**src/rtl/fpu_dmem_sequencer.sv**
```systemverilog
// FP load/store sequencer: splits lwc1/swc1/ldc1/sdc1 into word accesses on the data memory.
// Define FPU_SEQ_ALIGN_CHECK_EN to reject misaligned addresses and odd double register pairs.
module fpu_dmem_sequencer #(
  parameter int ADDR_W = 7
) (
  input  logic              clk,
  input  logic              rst_n,
  input  logic              req_valid,
  output logic              req_ready,
  input  logic [1:0]        req_op,
  input  logic [31:0]       req_base,
  input  logic [4:0]        req_ft,
  input  logic [31:0]       req_wdata0,
  input  logic [31:0]       req_wdata1,
  output logic              stall,
  output logic              done,
  output logic              err,
  output logic              CEN,
  output logic              WEN,
  output logic              OEN,
  output logic [ADDR_W-1:0] A,
  output logic [31:0]       Data2Mem,
  input  logic [31:0]       ReadDataMem,
  output logic              fpr_we,
  output logic [4:0]        fpr_waddr,
  output logic [31:0]       fpr_wdata
);

  typedef enum logic [2:0] {IDLE, ACC0, ACC1, RD0, RD1, ERR} state_t;

  localparam logic [1:0] OP_LWC1 = 2'b00;
  localparam logic [1:0] OP_SWC1 = 2'b01;
  localparam logic [1:0] OP_LDC1 = 2'b10;
  localparam logic [1:0] OP_SDC1 = 2'b11;

  state_t            state;
  logic [1:0]        op_q;
  logic [ADDR_W-1:0] addr_q;
  logic [4:0]        ft_q;
  logic [31:0]       wdata1_q;
  logic [ADDR_W-1:0] req_addr;
  logic              req_err;
  logic              unused_bits;

  assign req_addr    = req_base[ADDR_W+1:2];
  assign unused_bits = ^{req_base[31:ADDR_W+2], req_base[1:0]};

`ifdef FPU_SEQ_ALIGN_CHECK_EN
  assign req_err = req_op[1] ? ((req_base[2:0] != 3'b000) || req_ft[0])
                             : (req_base[1:0] != 2'b00);
`else
  assign req_err = 1'b0;
  assign err     = 1'b0;
`endif

  assign req_ready = (state == IDLE);
  assign stall     = (state == IDLE) ? req_valid : !done;
  assign fpr_wdata = fpr_we ? ReadDataMem : 32'h0;

  // Outputs are registered alongside the state, so each branch sets what the next state drives.
  always_ff @(posedge clk) begin
    if (!rst_n) begin
      state     <= IDLE;
      op_q      <= OP_LWC1;
      addr_q    <= '0;
      ft_q      <= '0;
      wdata1_q  <= '0;
      CEN       <= 1'b1;
      WEN       <= 1'b1;
      OEN       <= 1'b1;
      A         <= '0;
      Data2Mem  <= '0;
      done      <= 1'b0;
      fpr_we    <= 1'b0;
      fpr_waddr <= '0;
`ifdef FPU_SEQ_ALIGN_CHECK_EN
      err       <= 1'b0;
`endif
    end else begin
      CEN       <= 1'b1;
      WEN       <= 1'b1;
      OEN       <= 1'b1;
      A         <= '0;
      Data2Mem  <= '0;
      done      <= 1'b0;
      fpr_we    <= 1'b0;
      fpr_waddr <= '0;
`ifdef FPU_SEQ_ALIGN_CHECK_EN
      err       <= 1'b0;
`endif
      case (state)
        IDLE: begin
          if (req_valid) begin
            if (req_err) begin
              state <= ERR;
              done  <= 1'b1;
`ifdef FPU_SEQ_ALIGN_CHECK_EN
              err   <= 1'b1;
`endif
            end else begin
              state    <= ACC0;
              op_q     <= req_op;
              addr_q   <= req_addr;
              ft_q     <= req_op[1] ? {req_ft[4:1], 1'b0} : req_ft;
              wdata1_q <= req_wdata1;
              CEN      <= 1'b0;
              A        <= req_addr;
              if (req_op[0]) begin
                WEN      <= 1'b0;
                Data2Mem <= req_wdata0;
              end else begin
                OEN <= 1'b0;
              end
              done <= (req_op == OP_SWC1);
            end
          end
        end
        ACC0: begin
          case (op_q)
            OP_LWC1: begin
              state     <= RD0;
              fpr_we    <= 1'b1;
              fpr_waddr <= ft_q;
              done      <= 1'b1;
            end
            // The word-0 read data returns during ACC1, overlapping the word-1 read.
            OP_LDC1: begin
              state     <= ACC1;
              CEN       <= 1'b0;
              OEN       <= 1'b0;
              A         <= addr_q + 1'b1;
              fpr_we    <= 1'b1;
              fpr_waddr <= ft_q;
            end
            OP_SDC1: begin
              state    <= ACC1;
              CEN      <= 1'b0;
              WEN      <= 1'b0;
              A        <= addr_q + 1'b1;
              Data2Mem <= wdata1_q;
              done     <= 1'b1;
            end
            default: state <= IDLE;
          endcase
        end
        ACC1: begin
          if (op_q == OP_LDC1) begin
            state     <= RD1;
            fpr_we    <= 1'b1;
            fpr_waddr <= {ft_q[4:1], 1'b1};
            done      <= 1'b1;
          end else begin
            state <= IDLE;
          end
        end
        default: state <= IDLE;
      endcase
    end
  end

endmodule

```
**config.mk**
```make
export PLATFORM = sky130hd
export DESIGN_NAME = fpu_dmem_sequencer
export DESIGN_NICKNAME = d
export VERILOG_FILES = /design/src/rtl/fpu_dmem_sequencer.sv
export SDC_FILE = /design/constraint.sdc
export NUM_CORES = 1
export LEC_CHECK = 0
export CORE_MARGIN = 2
export CORE_UTILIZATION = 39
export DETAILED_ROUTE_END_ITERATION = 7
export GPL_ROUTABILITY_DRIVEN = 0
export PLACE_DENSITY = 0.79
export SLEW_MARGIN = 25
export SYNTH_ARGS = -nofsm -noshare
export SYNTH_HDL_FRONTEND = slang
export SYNTH_SLANG_ARGS = --single-unit
```
**constraint.sdc**
```tcl
create_clock -name clk -period 1.83 [get_ports clk]
set_input_delay 0.366 -clock clk [delete_from_list [all_inputs] [get_ports clk]]
set_output_delay 0.366 -clock clk [all_outputs]
set_load 0.03 [all_outputs]
```
==> flow_summary.ini <==
[clock_network]
clkSinkCount = 98
ctsLongestPathBuffers = 2
cts-htree-levels = 3
cts_root_buf = clkbuf_8
cts_made_buffers = 9
clk_pin_slew_ps = 80
clkLatencyLatePin_ps = 350
hold_buffers = 0
cts_tree = done

[pwr]
power_switching_uw = 1290
pwr-share-comb = 0.234
p_int_uw = 3280
seq_power_share = 0.504
p_leak_uw = 0.00245
switching_share = 0.282
ir_worst_vdd_uv = 448
clockPowerShare = 0.262
power_density_nw_per_um2 = 717

[timing]
setup_tns_ps = 0
finalHoldViolations = 0
period_needed_ps = 1760
drv_slew = 0
fin_skew_ps = 6.79
fin_ws_ps = 70.1
setup_violations = 0
whs_ps = 453
fin_crit_sh = 0.962
clock.fmax_mhz = 568

[finish]
final_nets = 785
stdcell_count = 778
drive_above_1_share = 0.146
mostFrequentLayoutCell = clkdlybuf4s50_1
syn_to_final_growth_pct = 60.7
final_cell_mix = 159 x clkdlybuf4s50_1, 97 x nand2_1, 95 x dfxtp_1
nFillCells = 802
diodes = 0

[placed_design]
dp_cells = 760
pre_cts_ws_ps = -88.7
hpwlAfterDp_mm = 8.73
numPortBuffers = 195

[logic_synthesis]
synth_cell_types = 39
synth.avg_cell_area_sq_um = 8.97
synth-main-ff-cell = dfxtp_1
yosysSeqAreaShare = 0.495
synth_edf_count = 0
netlist_area_sq_um = 3960
syn-num-nets = 586
postSynthCellCount = 442
ys_ff_latch = 98
yosys_warnings = 0
async_flop_share = 0

[critical_path]
cp.required_ps = 1460
crit_start = state[2]
worstPathArrival_ps = 1390
critPathLaunchType = flop
setup.worst_path.end = stall
r2r-start = state[0]
reg2regPathDepth = 6
critPathKind = reg -> out
critPathMaxFanout = 2
rrSetupSlack_ps = 130
cp-end-kind = output port
r2r_end = done

[global_route]
grt_pass1_vias = 3768
grt_max_degree = 34
grtUsageTotal = 0.205
grt_pass1_wl_mm = 18.1
antenna_found_initial = 0
grt.overflow.total = 0

[detailed_routing]
wire_per_inst_um = 14.8
wirelength_mm = 11.5
drt_pass1_iterations = 4
num_vias = 3855
drt_iter0_markers = 201
drc = 0
viasPerCell = 4.96
drtAntennaViolNets = 0

[die]
initial_utilization = 0.404
dieArea_sq_um = 11000
die_w_um = 105
core_sq_um = 9820
rows = 36
die-height_um = 105
ioPinCount = 222

[hold_path]
min_path_type = reg -> reg

[flow_run]
drv_cap = 0

[outcome]
status = finished clean
critical path: stages (launching register included):
cell	delay, ps
dfxtp_4	360
nor3_4	250
mux2i_4	290
buf_12	140
power groups by stage:
stage                     registers, uW  logic [uW]  clock network (uW)
after floorplan                    2410         449                   0
after global placement             2350        1050                   0
after detailed placement           2350        1060                   0
after CTS                          2300        1070                1230
after global routing               2310        1150                1320
final                              2300        1070                1200
metal layers:
metal  GRT usage  wire [um]
met1       0.218       4520
met2       0.367       5750
met3      0.0774       1030
met4      0.0743        227
met5           0          0
timing repair:
action,4_1_cts,5_1_grt
endpoints found under the setup margin,2,1
gates resized for setup,2,4
pin swaps,1,1
buffers inserted,1,2
synthesized netlist by cell type, types with 3 or more instances:
cell type / instances / area (sq um)
dfxtp_1: 98 / 1960
nand2_1: 97 / 364
nor2_1: 37 / 139
and2_1: 33 / 206
a32oi_1: 32 / 280
clkbuf_1: 29 / 109
a21boi_0: 27 / 203
a21boi_1: 18 / 135
nor3b_1: 7 / 52.6
ha_1: 6 / 75.1
nand3_1: 6 / 30.0
inv_1: 5 / 18.8
buf_2: 4 / 20.0
nand3b_1: 4 / 30.0
a21oi_1: 3 / 15.0
xor2_1: 3 / 26.3
state kept, by name (all words and copies together), names as in the netlist, 2 cells and up:
register	cells
ft_q	5
addr_q	7
A	7
state	3
fpr_waddr	5
wdata1_q	32
op_q	2
Data2Mem	32
worst min path at each step:
stage,start,to,slack (ps),cells after the start
2_1_floorplan,ft_q[1],ft_q[1],430,2
6_report,ft_q[1],ft_q[1],450,2
5_1_grt,ft_q[2],ft_q[2],470,2
3_5_place_dp,ft_q[2],ft_q[2],440,2
3_3_place_gp,ft_q[2],ft_q[2],440,2
4_1_cts,ft_q[2],ft_q[2],460,2
metrics by stage:
| stage | instance area [sq um] | power, uW | utilization |
|---|---|---|---|
| after floorplan | 3980 | 2860 | - |
| after global placement | 6180 | 3400 | 0.629 |
| after detailed placement | 6180 | 3420 | 0.629 |
| after CTS | 6350 | 4610 | 0.646 |
| after global routing | 6370 | 4790 | 0.649 |
| final | 6370 | 4570 | 0.649 |
layout make-up:
cell class,count,area [sq um],share of cell area
Timing Repair Buffer,226,2210,0.347
Inverter,5,18.8,0.00295
Clock inverter,5,31.3,0.00491
Multi-Input combinational cell,301,1850,0.290
Sequential cell,98,1970,0.309
Tap cell,133,166,0.0261
Clock buffer,10,128,0.0200
kinds of logic after synthesis:
family          share of synthesized area
compound gates                      0.190
other cells                      0.000946
flops                               0.495
simple gates                        0.230
xor+xnor                          0.00663
fa+ha+maj                          0.0189
mux                                0.0107
buf+inv                            0.0477
(Power assumes the default switching activity.)
